===== src/rtl/pipeline_control_unit_pkg.sv =====
// rtl/pipeline_control_unit_pkg.sv - shared state encodings and PC-select constants
// Purpose: core-wide definitions used by the pipeline control unit and its interface.
//   state_e  : RUN=0, MEM_WAIT=1, TRAP_FLUSH=2
//   pc_sel_t : PC_SEL_SEQ (PC+4), PC_SEL_BRANCH (branch target), PC_SEL_TRAP (trap vector)
package pipeline_control_unit_pkg;

   typedef enum logic [1:0] {
      ST_RUN        = 2'd0,
      ST_MEM_WAIT   = 2'd1,
      ST_TRAP_FLUSH = 2'd2
   } state_e;

   typedef logic [1:0] pc_sel_t;

   localparam pc_sel_t PC_SEL_SEQ    = 2'b00;
   localparam pc_sel_t PC_SEL_BRANCH = 2'b01;
   localparam pc_sel_t PC_SEL_TRAP   = 2'b10;

endpackage


===== src/rtl/pipeline_control_unit_if.sv =====
// rtl/pipeline_control_unit_if.sv - hazard request / stage control bundle
// Purpose: groups the hazard/event requests and the per-stage control outputs.
//   Requests (core -> unit): hazard_stall_i, branch_taken_i, trap_req_i, dmem_req_i, dmem_ack_i
//   Controls (unit -> core): pc_en_o, *_en_o, *_flush_o, pc_sel_o, bus_err_o, stall_cnt_o
//   slave modport  : the control unit
//   master modport : the core datapath driving requests and consuming controls
interface pipeline_control_unit_if #(
   parameter int CNT_W = 32
);
   import pipeline_control_unit_pkg::*;

   logic             hazard_stall_i;
   logic             branch_taken_i;
   logic             trap_req_i;
   logic             dmem_req_i;
   logic             dmem_ack_i;

   logic             pc_en_o;
   logic             if_id_en_o;
   logic             id_ex_en_o;
   logic             ex_mem_en_o;
   logic             mem_wb_en_o;
   logic             if_id_flush_o;
   logic             id_ex_flush_o;
   logic             ex_mem_flush_o;
   logic             mem_wb_flush_o;
   pc_sel_t          pc_sel_o;
   logic             bus_err_o;
   logic [CNT_W-1:0] stall_cnt_o;

   modport slave (
      input  hazard_stall_i, branch_taken_i, trap_req_i, dmem_req_i, dmem_ack_i,
      output pc_en_o, if_id_en_o, id_ex_en_o, ex_mem_en_o, mem_wb_en_o,
             if_id_flush_o, id_ex_flush_o, ex_mem_flush_o, mem_wb_flush_o,
             pc_sel_o, bus_err_o, stall_cnt_o
   );

   modport master (
      output hazard_stall_i, branch_taken_i, trap_req_i, dmem_req_i, dmem_ack_i,
      input  pc_en_o, if_id_en_o, id_ex_en_o, ex_mem_en_o, mem_wb_en_o,
             if_id_flush_o, id_ex_flush_o, ex_mem_flush_o, mem_wb_flush_o,
             pc_sel_o, bus_err_o, stall_cnt_o
   );

endinterface


===== src/rtl/pipeline_control_unit_sat_counter.sv =====
// rtl/pipeline_control_unit_sat_counter.sv - saturating up-counter with synchronous clear
// Purpose: counts cycles where inc_i is high, holding at all-ones instead of wrapping.
//   clk_i   : clock
//   reset_i : asynchronous active-low reset, count -> 0
//   inc_i   : increment this cycle
//   clear_i : synchronous clear, wins over inc_i
//   count_o : current count
module sat_counter #(
   parameter int W = 32
) (
   input  logic         clk_i,
   input  logic         reset_i,
   input  logic         inc_i,
   input  logic         clear_i,
   output logic [W-1:0] count_o
);

   logic [W-1:0] count_q;
   logic [W-1:0] count_d;

   always_comb begin
      count_d = count_q;
      if (clear_i) begin
         count_d = '0;
      end else if (inc_i && (count_q != {W{1'b1}})) begin
         count_d = count_q + W'(1);
      end
   end

   always_ff @(posedge clk_i or negedge reset_i) begin
      if (!reset_i) begin
         count_q <= '0;
      end else begin
         count_q <= count_d;
      end
   end

   assign count_o = count_q;

endmodule


===== src/rtl/pipeline_control_unit.sv =====
// rtl/pipeline_control_unit.sv - pipeline motion arbiter for the 5-stage core
// Purpose: resolves trap / memory-wait / branch / load-use requests into stage enables,
//   bubble flushes and PC select; sequences multi-cycle memory waits with a bus timeout
//   and counts cycles in which the PC is held.
//   clk_i   : clock, all state on rising edge
//   reset_i : asynchronous active-low reset
//   bus     : slave side of pipeline_control_unit_if (requests in, controls out)
module pipeline_control_unit
   import pipeline_control_unit_pkg::*;
#(
   parameter int TIMEOUT = 16,
   parameter int CNT_W   = 32
) (
   input  logic                     clk_i,
   input  logic                     reset_i,
   pipeline_control_unit_if.slave   bus
);

   localparam int WAIT_W = (TIMEOUT > 2) ? $clog2(TIMEOUT) : 1;

   state_e            state_q, state_d;
   logic [WAIT_W-1:0] wait_cnt_q, wait_cnt_d;

   logic    pc_en, if_id_en, id_ex_en, ex_mem_en, mem_wb_en;
   logic    if_id_fl, id_ex_fl, ex_mem_fl, mem_wb_fl;
   pc_sel_t pc_sel;
   logic    bus_err;

   // Action selected for this cycle; the output decode below is shared between
   // RUN and the ack cycle of MEM_WAIT so both honour branch/load-use identically.
   logic do_trap, do_freeze, do_advance, do_trap_flush;

   always_comb begin
      state_d       = state_q;
      wait_cnt_d    = wait_cnt_q;
      do_trap       = 1'b0;
      do_freeze     = 1'b0;
      do_advance    = 1'b0;
      do_trap_flush = 1'b0;
      bus_err       = 1'b0;

      case (state_q)
         ST_RUN: begin
            if (bus.trap_req_i) begin
               do_trap = 1'b1;
               state_d = ST_TRAP_FLUSH;
            end else if (bus.dmem_req_i && !bus.dmem_ack_i) begin
               do_freeze  = 1'b1;
               state_d    = ST_MEM_WAIT;
               wait_cnt_d = WAIT_W'(1);
            end else begin
               do_advance = 1'b1;
            end
         end
         ST_MEM_WAIT: begin
            // A trap arriving while the bus is busy is deliberately ignored here.
            if (bus.dmem_ack_i) begin
               do_advance = 1'b1;
               state_d    = ST_RUN;
               wait_cnt_d = '0;
            end else if (wait_cnt_q == WAIT_W'(TIMEOUT - 1)) begin
               do_trap    = 1'b1;
               bus_err    = 1'b1;
               state_d    = ST_TRAP_FLUSH;
               wait_cnt_d = '0;
            end else begin
               do_freeze  = 1'b1;
               wait_cnt_d = wait_cnt_q + WAIT_W'(1);
            end
         end
         ST_TRAP_FLUSH: begin
            do_trap_flush = 1'b1;
            state_d       = ST_RUN;
         end
         default: begin
            state_d    = ST_RUN;
            wait_cnt_d = '0;
         end
      endcase
   end

   always_comb begin
      pc_en     = 1'b1;
      if_id_en  = 1'b1;
      id_ex_en  = 1'b1;
      ex_mem_en = 1'b1;
      mem_wb_en = 1'b1;
      if_id_fl  = 1'b0;
      id_ex_fl  = 1'b0;
      ex_mem_fl = 1'b0;
      mem_wb_fl = 1'b0;
      pc_sel    = PC_SEL_SEQ;

      if (do_trap) begin
         pc_sel    = PC_SEL_TRAP;
         if_id_fl  = 1'b1;
         id_ex_fl  = 1'b1;
         ex_mem_fl = 1'b1;
      end else if (do_freeze) begin
         pc_en     = 1'b0;
         if_id_en  = 1'b0;
         id_ex_en  = 1'b0;
         ex_mem_en = 1'b0;
         mem_wb_en = 1'b0;
         // Bubble into WB so the stalled instruction is not written back twice.
         mem_wb_fl = 1'b1;
      end else if (do_trap_flush) begin
         // Kills the instruction fetched from the pre-trap PC.
         if_id_fl = 1'b1;
      end else if (do_advance) begin
         if (bus.branch_taken_i) begin
            pc_sel   = PC_SEL_BRANCH;
            if_id_fl = 1'b1;
            id_ex_fl = 1'b1;
         end else if (bus.hazard_stall_i) begin
            pc_en    = 1'b0;
            if_id_en = 1'b0;
            id_ex_fl = 1'b1;
         end
      end

      if (!reset_i) begin
         pc_en     = 1'b0;
         if_id_en  = 1'b0;
         id_ex_en  = 1'b0;
         ex_mem_en = 1'b0;
         mem_wb_en = 1'b0;
         if_id_fl  = 1'b1;
         id_ex_fl  = 1'b1;
         ex_mem_fl = 1'b1;
         mem_wb_fl = 1'b1;
         pc_sel    = PC_SEL_SEQ;
      end
   end

   always_ff @(posedge clk_i or negedge reset_i) begin
      if (!reset_i) begin
         state_q    <= ST_RUN;
         wait_cnt_q <= '0;
      end else begin
         state_q    <= state_d;
         wait_cnt_q <= wait_cnt_d;
      end
   end

   sat_counter #(.W(CNT_W)) u_stall_cnt (
      .clk_i   (clk_i),
      .reset_i (reset_i),
      .inc_i   (!pc_en),
      .clear_i (1'b0),
      .count_o (bus.stall_cnt_o)
   );

   assign bus.pc_en_o        = pc_en;
   assign bus.if_id_en_o     = if_id_en;
   assign bus.id_ex_en_o     = id_ex_en;
   assign bus.ex_mem_en_o    = ex_mem_en;
   assign bus.mem_wb_en_o    = mem_wb_en;
   assign bus.if_id_flush_o  = if_id_fl;
   assign bus.id_ex_flush_o  = id_ex_fl;
   assign bus.ex_mem_flush_o = ex_mem_fl;
   assign bus.mem_wb_flush_o = mem_wb_fl;
   assign bus.pc_sel_o       = pc_sel;
   assign bus.bus_err_o      = bus_err & reset_i;

endmodule

===== src/flat_wrapper.sv =====
// flat-port wrapper written by rule: the top's interface ports become plain ports
module pipeline_control_unit_flat import pipeline_control_unit_pkg::*;
#(
   parameter int TIMEOUT = 16,
   parameter int CNT_W   = 32
)
  (clk_i, reset_i, bus_hazard_stall_i, bus_branch_taken_i, bus_trap_req_i, bus_dmem_req_i, bus_dmem_ack_i, bus_pc_en_o, bus_if_id_en_o, bus_id_ex_en_o, bus_ex_mem_en_o, bus_mem_wb_en_o, bus_if_id_flush_o, bus_id_ex_flush_o, bus_ex_mem_flush_o, bus_mem_wb_flush_o, bus_pc_sel_o, bus_bus_err_o, bus_stall_cnt_o);
  pipeline_control_unit_if #(.CNT_W(CNT_W)) bus_i ();
  input  logic clk_i;
  input  logic reset_i;
  input wire logic [$bits(bus_i.hazard_stall_i)-1:0] bus_hazard_stall_i;
  input wire logic [$bits(bus_i.branch_taken_i)-1:0] bus_branch_taken_i;
  input wire logic [$bits(bus_i.trap_req_i)-1:0] bus_trap_req_i;
  input wire logic [$bits(bus_i.dmem_req_i)-1:0] bus_dmem_req_i;
  input wire logic [$bits(bus_i.dmem_ack_i)-1:0] bus_dmem_ack_i;
  output wire logic [$bits(bus_i.pc_en_o)-1:0] bus_pc_en_o;
  output wire logic [$bits(bus_i.if_id_en_o)-1:0] bus_if_id_en_o;
  output wire logic [$bits(bus_i.id_ex_en_o)-1:0] bus_id_ex_en_o;
  output wire logic [$bits(bus_i.ex_mem_en_o)-1:0] bus_ex_mem_en_o;
  output wire logic [$bits(bus_i.mem_wb_en_o)-1:0] bus_mem_wb_en_o;
  output wire logic [$bits(bus_i.if_id_flush_o)-1:0] bus_if_id_flush_o;
  output wire logic [$bits(bus_i.id_ex_flush_o)-1:0] bus_id_ex_flush_o;
  output wire logic [$bits(bus_i.ex_mem_flush_o)-1:0] bus_ex_mem_flush_o;
  output wire logic [$bits(bus_i.mem_wb_flush_o)-1:0] bus_mem_wb_flush_o;
  output wire logic [$bits(bus_i.pc_sel_o)-1:0] bus_pc_sel_o;
  output wire logic [$bits(bus_i.bus_err_o)-1:0] bus_bus_err_o;
  output wire logic [$bits(bus_i.stall_cnt_o)-1:0] bus_stall_cnt_o;
  assign bus_i.hazard_stall_i = bus_hazard_stall_i;
  assign bus_i.branch_taken_i = bus_branch_taken_i;
  assign bus_i.trap_req_i = bus_trap_req_i;
  assign bus_i.dmem_req_i = bus_dmem_req_i;
  assign bus_i.dmem_ack_i = bus_dmem_ack_i;
  assign bus_pc_en_o = bus_i.pc_en_o;
  assign bus_if_id_en_o = bus_i.if_id_en_o;
  assign bus_id_ex_en_o = bus_i.id_ex_en_o;
  assign bus_ex_mem_en_o = bus_i.ex_mem_en_o;
  assign bus_mem_wb_en_o = bus_i.mem_wb_en_o;
  assign bus_if_id_flush_o = bus_i.if_id_flush_o;
  assign bus_id_ex_flush_o = bus_i.id_ex_flush_o;
  assign bus_ex_mem_flush_o = bus_i.ex_mem_flush_o;
  assign bus_mem_wb_flush_o = bus_i.mem_wb_flush_o;
  assign bus_pc_sel_o = bus_i.pc_sel_o;
  assign bus_bus_err_o = bus_i.bus_err_o;
  assign bus_stall_cnt_o = bus_i.stall_cnt_o;
  pipeline_control_unit #(.TIMEOUT(TIMEOUT), .CNT_W(CNT_W)) u_core (.clk_i(clk_i), .reset_i(reset_i), .bus(bus_i));
endmodule

===== config.mk =====
export PLATFORM = sky130hd
export DESIGN_NAME = pipeline_control_unit_flat
export DESIGN_NICKNAME = d
export VERILOG_FILES = /design/src/rtl/pipeline_control_unit_pkg.sv /design/src/rtl/pipeline_control_unit_if.sv /design/src/rtl/pipeline_control_unit_sat_counter.sv /design/src/rtl/pipeline_control_unit.sv /design/src/flat_wrapper.sv
export SDC_FILE = /design/constraint.sdc
export NUM_CORES = 1
export LEC_CHECK = 0
export BUFFER_PORTS_ARGS = -buffer_cell sky130_fd_sc_hd__buf_2
export CORE_AREA = 3 3 109 69
export CTS_BUF_LIST = sky130_fd_sc_hd__clkbuf_4 sky130_fd_sc_hd__clkbuf_8 sky130_fd_sc_hd__clkbuf_16
export DETAILED_ROUTE_END_ITERATION = 8
export DIE_AREA = 0 0 112 72
export GPL_TIMING_DRIVEN = 1
export PLACE_DENSITY_LB_ADDON = 0.08
export SLEW_MARGIN = 30
export SYNTH_ARGS = -nofsm -noshare
export SYNTH_HDL_FRONTEND = slang
export SYNTH_SLANG_ARGS = --single-unit
export TNS_END_PERCENT = 100

===== constraint.sdc =====
create_clock -name clk_i -period 5.5 [get_ports clk_i]
set_input_delay 1.1 -clock clk_i [delete_from_list [all_inputs] [get_ports clk_i]]
set_output_delay 1.1 -clock clk_i [all_outputs]
set_load 0.05 [all_outputs]

After elaboration in Yosys (flattened, before gate mapping)

Index checks and enable logic that the tools add are counted.

Register bits after elaboration: 38
Output and inout bits: 44
Word-level logic and storage cells: 81
Input port bits: 7

Mux-type cells: 59
Bitwise logic cells: 2
Reduce and logical (&&, ||, !) cells: 7
Add/subtract/negate cells: 2
Equal/unequal tests: 8

Operator list:

| kind                    | count |
|---|---|
| $mux W1                 | 41 |
| $add A32 B1 Y32 const B | 1 |
| $ne A32 B32 Y1 const B  | 1 |
| $mux W2                 | 9 |
| $mux W4                 | 4 |
| $pmux W4 S3             | 1 |
| $ne A3 B2 Y1 const B    | 2 |
| $pmux W1 S2             | 3 |
| $add A4 B1 Y4 const B   | 1 |
| $eq A4 B4 Y1 const B    | 1 |
| $pmux W2 S2             | 1 |
| $reduce_and A3 Y1       | 1 |
| $eq A2 B1 Y1 const B    | 1 |
| $eq A2 B2 Y1 const B    | 1 |
| $logic_and A1 B1 Y1     | 2 |
| $logic_not A1 Y1        | 2 |
| $logic_not A2 Y1        | 1 |
| $ne A2 B1 Y1 const B    | 1 |
| $ne A2 B2 Y1 const B    | 1 |
| $reduce_and A2 Y1       | 1 |
| $and A1 B1 Y1           | 1 |
| $not A1 Y1              | 1 |

Logic depth before layout (Yosys ltp)

Gate-level depths: netlist of run 1.

Depth in word-level cells: 12
Mapped depth: 7
Gate-level depth less buffers: 7

By module

From an unflattened synthesis of run 1, not the netlist that was laid out.

Cell total of the unflattened synthesis: 253
Area, all modules: 2346.0 um^2

By module, submodules not included:

| module                | area each (um^2) | times used | seq. area each (um^2) | cells an instance |
|---|---|---|---|---|
| sat_counter           | 1854.3           | 1          | 800.8                 | 198 |
| pipeline_control_unit | 491.7            | 1          | 150.1                 | 55 |

Worst setup path before layout of run 1

Ideal clock, no wire load.

Path type: input -> output
From: input port bus_dmem_ack_i
To: output port bus_if_id_flush_o
Buffers on the path: 0
Slack: 1732 ps
Data arrival time: 2668 ps
Required time: 4400 ps
Stages: 5
Cell sequence: or3_1 > or2_1 > o31a_1 > nand2_1 > a221o_1

Word-level cells in the longest chain between the ends: 10
Elaborated cells on any way between the ends: 17
Those cells by class: mux: 15; reduce/logical: 2

Ends and longest elaborated chain:

| element             | line                         | source |
|---|---|---|
| start, declared     | flat_wrapper.sv:15           | `input wire logic [$bits(bus_i.dmem_ack_i)-1:0] bus_dmem_ack_i;` |
| $logic_not A1 Y1    | pipeline_control_unit.sv:47  | `end else if (bus.dmem_req_i && !bus.dmem_ack_i) begin` |
| $logic_and A1 B1 Y1 | pipeline_control_unit.sv:47  |  |
| $mux W1             | pipeline_control_unit.sv:47  |  |
| $mux W1             | pipeline_control_unit.sv:44  | `if (bus.trap_req_i) begin` |
| $pmux W1 S2         | pipeline_control_unit.sv:42  | `case (state_q)` |
| $mux W1             | pipeline_control_unit.sv:110 | `end else if (do_advance) begin` |
| $mux W1             | pipeline_control_unit.sv:107 | `end else if (do_trap_flush) begin` |
| $mux W1             | pipeline_control_unit.sv:99  | `end else if (do_freeze) begin` |
| $mux W1 *           | pipeline_control_unit.sv:94  | `if (do_trap) begin` |
| $mux W1 *           | pipeline_control_unit.sv:122 | `if (!reset_i) begin` |
| end, declared       | flat_wrapper.sv:21           | `output wire logic [$bits(bus_i.if_id_flush_o)-1:0] bus_if_id_flush_o;` |

Every way passes the cells marked *; elsewhere a longest branch is shown, timed or not.

Worst setup path after layout of run 1

From: input port bus_dmem_ack_i
To: output port bus_if_id_en_o

Word-level cells in the longest chain between the ends: 10
Elaborated cells on any way between the ends: 17
Those cells by class: mux: 15; reduce/logical: 2

Ends and longest elaborated chain:

| element             | line                         | source |
|---|---|---|
| $logic_not A1 Y1    | pipeline_control_unit.sv:47  |  |
| $logic_and A1 B1 Y1 | pipeline_control_unit.sv:47  |  |
| $mux W1             | pipeline_control_unit.sv:47  |  |
| $mux W1             | pipeline_control_unit.sv:44  |  |
| $pmux W1 S2         | pipeline_control_unit.sv:42  |  |
| $mux W1             | pipeline_control_unit.sv:110 |  |
| $mux W1             | pipeline_control_unit.sv:107 |  |
| $mux W1             | pipeline_control_unit.sv:99  |  |
| $mux W1 *           | pipeline_control_unit.sv:94  |  |
| $mux W1 *           | pipeline_control_unit.sv:122 |  |
| end, declared       | flat_wrapper.sv:17           | `output wire logic [$bits(bus_i.if_id_en_o)-1:0] bus_if_id_en_o;` |

Marked as above.

==> results of run 1 <==
stage by stage:
| step | std cells | power, mW | setup WS, ns |
|---|---|---|---|
| 3_5_place_dp | 324 | 0.616 | 1.95 |
| 3_3_place_gp | 324 | 0.615 | 1.98 |
| 6_report | 332 | 0.810 | 1.95 |
| 2_1_floorplan | 189 | 0.549 | 1.73 |
| 4_1_cts | 332 | 0.823 | 1.95 |
| 5_1_grt | 332 | 0.858 | 1.88 |
routing by layer:
| layer | share of wire, % | up-vias | global-route usage (%) |
|---|---|---|---|
| met5 | 0 | - | 0 |
| li1 | - | 783 | - |
| met1 | 56 | 740 | 19.2 |
| met3 | 6.3 | 4 | 4.33 |
| met4 | 0.99 | 0 | 3.20 |
| met2 | 37 | 43 | 15.4 |
placed cells by master, fill, tap and decap left out, types with 2 or more instances in the layout:
| cell type | count |
|---|---|
| buf_2 | 50 |
| dfrtp_1 | 38 |
| nand2_1 | 20 |
| xnor2_1 | 18 |
| nand3_1 | 15 |
| nor2_1 | 15 |
| xor2_1 | 11 |
| nand4_1 | 9 |
| inv_1 | 7 |
| and4_1 | 6 |
| clkbuf_8 | 6 |
| nor3_1 | 5 |
| o21ai_1 | 4 |
| and3_1 | 3 |
| and2_1 | 3 |
| a31oi_1 | 3 |
| nor3b_1 | 2 |
| ha_1 | 2 |
power by group:
part	internal, mW	leakage (nW)	switching [mW]	total [mW]
registers	0.313	0.487	0.0420	0.355
logic	0.0649	0.568	0.186	0.251
clock network	0.106	0.0517	0.0979	0.204
total	0.484	1.11	0.326	0.810
cell type report:
class / count / area (um^2)
flip-flops and latches: 38 / 951
multi-input cells: 141 / 980
clock inverters: 1 / 5.00
well taps: 87 / 109
fillers: 684 / 4170
clock buffers: 7 / 90.1
inverters: 7 / 26.3
repair buffers: 51 / 258
logic make-up after synthesis:
| kind of cell | Yosys count |
|---|---|
| simple gates | 87 |
| flops | 38 |
| xor+xnor | 29 |
| compound gates | 23 |
| buf+inv | 10 |
| fa+ha+maj | 2 |
worst paths after layout:
kind,startpoint,to,slack [ns],cells past startpoint
max in group asynchronous,reset_i,u_core.u_stall_cnt.count_o[11],4.27,2
worst min-delay path,u_core.wait_cnt_q[3],u_core.wait_cnt_q[3],0.48,1
worst min register to register,u_core.wait_cnt_q[3],u_core.wait_cnt_q[3],0.48,1
min in group asynchronous,reset_i,u_core.u_stall_cnt.count_o[27],0.88,2
worst max register to register,u_core.u_stall_cnt.count_o[14],u_core.u_stall_cnt.count_o[27],3.21,6
worst max-delay path,bus_dmem_ack_i,bus_if_id_en_o,1.95,5
critical path, stage by stage:
cell and delay [ns]:
buf_2 0.14, nor3b_2 0.08, a221o_2 0.42, a31oi_4 0.35
buf_2 0.34
state kept, by name (all words and copies together), names as in the netlist:
register                    count
u_core.state_q                  2
u_core.u_stall_cnt.count_o     32
u_core.wait_cnt_q               4
==> flow_summary.yaml, run 1 <==
run_status:
  status: "finished, final reports clean"
clock_tree:
  numCtsBuffers: 5
  clkTransAtPathRegs_ns: 0.07
  ctsResizeCount: 0
  cts_setup_buffers: 0
  clkLatencyLatePin_ns: 0.28
  clock-sinks: 38
  cts_max_level: 2
  clock-root-buffer: "clkbuf_8"
  clockBufferDepth: 2
  cts_tree: "done"
  cts_hold_buf: 0
grt:
  grt_pass1_vias: 1451
  grt_antenna_before_repair: 0
  grt_util_all_layers_pct: 12.2
  grt_first_pass_wirelength_um: 7810
  grt_overflow: 0
  grt_max_degree: 41
cells_and_area:
  drive_gt1_share_pct: 28.6
  area_growth_pct: 22.2
  finalInstanceArea_um2: 2420
  nets: 253
  diodes: 0
  utilization_pct: 36.7
power:
  power_density_nw_per_um2: 335
  peakVddDrop_mv: 0.254
  p_leak_nw: 1.11
yosys:
  synth_top_area_cell: "dfrtp_1"
  syn-instance-count: 189
  synth_fa_ha_area_share_pct: 1.26
  netlist_area_um2: 1980
  ys_ff_latch: 38
  ys_warn_count: 0
  yosys.area_share.simple_pct: 24.3
  synthTopCellsByArea: "dfrtp_1 48%, xnor2_1 8.0%, xor2_1 4.9%, nand2_1 3.8%, nand3_1 3.8%"
  synth_top_family_by_area: "simple AND/OR/NAND/NOR gates"
  syn_nets: 198
  synthMuxAreaShare_pct: 0
  synth-compound-area-share_pct: 11.1
  ys.flop_type: "dfrtp_1"
  synth_cell_types: 42
  async_reset_ff_share_pct: 100
  yosysMostFrequentCell: "dfrtp_1"
  synth_edf_count: 0
  synthXorXnorAreaFrac_pct: 12.8
  synth_common_cells: "38 x dfrtp_1, 20 x nand2_1, 18 x xnor2_1"
  synth_seq_area_share_pct: 48.0
  yosys.area.top_type_share_pct: 48.0
  syn_avg_cell_area_um2: 10.5
placement:
  dpl.hpwl_um: 3460
  place.gp.congestion: 0.724
  post_dp_cell_area_um2: 2320
  io_buffers: 50
timing:
  slew_violations: 0
  fin_crit_ns: 3.55
  max_freq_mhz: 282
  min_period_over_period_pct: 64.5
  worst_pin_slew_ns: 0.515
  rsz0062_at_grt: "false"
  relSlewSlack_pct: 65.7
  setup_violations: 0
  fin_setup_tns_ns: 0
  fin_hold_ws_ns: 0.482
  clock_skew_ns: 0.00276
  hold_viol: 0
drt:
  dr_total_vias: 1570
  wl_per_cell_um: 14.0
  first_pass_iters: 4
  drc: 0
  drt-initial-drc-count: 125
  finalWirelength_um: 4640
  vias_per_cell: 4.73
  ant_nets: 0
floorplan:
  die_w_um: 112
  core.rowCount: 23
  io-pin-count: 51
  coreArea_um2: 6590
  start_util_pct: 30.0
  die_h_um: 72
  dieArea_um2: 8060
run:
  drv_cap: 0
worst_setup_path:
  crit_type: "in2out"
  worstSetupEndpointType: "output port"
  arrival_ns: 2.45
  startpoint_type: "input port"
  worstPathRequired_ns: 4.40
  cp_max_fo: 9
worst_hold_path:
  min_path_type: "reg2reg"
(Power assumes the default switching activity.)
==> inputs of run 2 (changes only) <==
==> constraint.sdc (replaced) <==
create_clock -name clk_i -period 3.1 [get_ports clk_i]
set_input_delay 0.62 -clock clk_i [delete_from_list [all_inputs] [get_ports clk_i]]
set_output_delay 0.62 -clock clk_i [all_outputs]
set_load 0.05 [all_outputs]
==> run 2 against run 1 <==
  * Register-to-register slack got worse by 2.4 ns
  * Routed wire length increased by 4.0%
  * First-iteration DRC count decreased by 42%
  * Largest power group unchanged
  * Highest routed layer unchanged
==> flow_summary.yaml, run 2 (same netlist as run 1, synthesis figures left out) <==
run_status:
  status: "finished, final reports clean"
drt:
  wl_met1_um: 2620
  wl_per_cell_um: 14.6
  vias_per_cell: 4.68
  drt-initial-drc-count: 72
  drc: 0
  finalWirelength_um: 4830
  ant_nets: 0
  first_pass_iters: 4
  routed.top_layer: "met4"
  wl_met3_um: 299
  routed-wl-met2_um: 1860
  dr_total_vias: 1548
cells_and_area:
  fillCellCount: 663
  seqCellArea_um2: 951
  final_cell_mix: "50 x buf_2, 38 x dfrtp_1, 20 x nand2_1, 18 x xnor2_1"
  final_common_cell: "buf_2"
  area_growth_pct: 21.6
  utilization_pct: 36.5
  multi_input_area_um2: 980
  nets: 253
  diodes: 0
  largest_register_ffs: 32
  drive_gt1_share_pct: 28.3
clock_tree:
  clkTransAtPathRegs_ns: 0.07
  cts_max_level: 2
  clkLatencyLatePin_ns: 0.29
  ctsResizeCount: 0
  numCtsBuffers: 5
  cts_tree: "done"
  cts_setup_buffers: 0
  cts_hold_buf: 0
  clock-root-buffer: "clkbuf_8"
  clockBufferDepth: 2
  clock-sinks: 38
power:
  peakVddDrop_mv: 0.438
  power_density_nw_per_um2: 587
  p_leak_nw: 1.10
timing:
  fin_crit_ns: 2.80
  min_period_over_period_pct: 90.3
  worst_pin_slew_ns: 0.555
  hold_viol: 0
  setup_violations: 0
  slew_violations: 0
  relSlewSlack_pct: 63.0
  rsz0062_at_grt: "false"
  clock_skew_ns: 0.00611
  max_freq_mhz: 357
  fin_setup_tns_ns: 0
worst_setup_path:
  r2r_start: "u_core.u_stall_cnt.count_o[14]"
  worstPathRequired_ns: 2.48
  reg2reg_depth: 6
  crit_chain: "inv_1 -> or3_1 -> or2_1 -> o31a_1 -> nand2_1 -> a221o_1 -> buf_2"
  crit_type: "reg2out"
  r2r_setup_slack_ns: 0.81
  cp_max_fo: 6
  cp_top_family: "simple AND/OR/NAND/NOR gates"
  crit_slowest_cell: "dfrtp_1"
  r2r_end: "u_core.u_stall_cnt.count_o[27]"
  startpoint_type: "flop"
  arrival_ns: 2.18
  critPathBufInv: 2
  worstSetupEndpointType: "output port"
  critPathMaxStageDelay_ns: 0.43
floorplan:
  coreArea_um2: 6590
  die_h_um: 72
  start_util_pct: 30.0
  io-pin-count: 51
  die_w_um: 112
  core.rowCount: 23
  dieArea_um2: 8060
grt:
  grt_overflow: 0
  grt_antenna_before_repair: 0
  grt_max_degree: 41
  grt_pass1_vias: 1417
  grt_first_pass_wirelength_um: 7840
  grt_util_all_layers_pct: 12.4
run:
  drv_cap: 0
placement:
  dpl.hpwl_um: 3520
  place.gp.congestion: 0.734
  io_buffers: 50
worst_hold_path:
  min_path_type: "in2async"
==> run 2: how the worst max path moves through the flow <==
stage | start | to | slack [ns] | depth (start not counted)
global placement | bus_dmem_ack_i | bus_if_id_flush_o | 0.54 | 7
floorplan | bus_dmem_ack_i | bus_if_id_flush_o | 0.29 | 5
finish | u_core.state_q[0] | bus_if_id_flush_o | 0.30 | 7
global route | u_core.state_q[0] | bus_if_id_flush_o | 0.14 | 7
CTS | u_core.wait_cnt_q[0] | bus_pc_en_o | 0.28 | 5
detailed placement | bus_dmem_ack_i | bus_if_id_flush_o | 0.51 | 7
==> run 2: area by class of cell <==
type | instances | share of cell area [%]
tap | 87 | 4.52
inverter | 7 | 1.09
clock buffer | 7 | 3.48
timing repair buffer | 51 | 10.7
sequential | 38 | 39.5
multi-input combinational | 141 | 40.7
==> run 2: metrics by stage <==
step	instance area [um^2]	hold WS, ns	setup WS, ns	instances	total power [mW]
2_1_floorplan	1980	0.324	0.292	189	0.975
3_3_place_gp	2320	0.470	0.540	324	1.09
3_5_place_dp	2320	0.463	0.513	324	1.09
4_1_cts	2410	0.438	0.276	331	1.44
5_1_grt	2410	0.458	0.145	331	1.50
6_report	2410	0.418	0.300	331	1.41
==> run 2: routing by layer <==
metal | vias to the layer above | global-route usage [%]
li1 | 779 | -
met1 | 724 | 19.1
met2 | 41 | 16.1
met3 | 4 | 4.00
met4 | 0 | 3.60
met5 | - | 0
==> run 2: report_power, final <==
group          internal (mW)  leakage (nW)  switching [mW]
clock network          0.172        0.0452           0.165
logic                  0.115         0.568           0.330
registers              0.556         0.487          0.0745
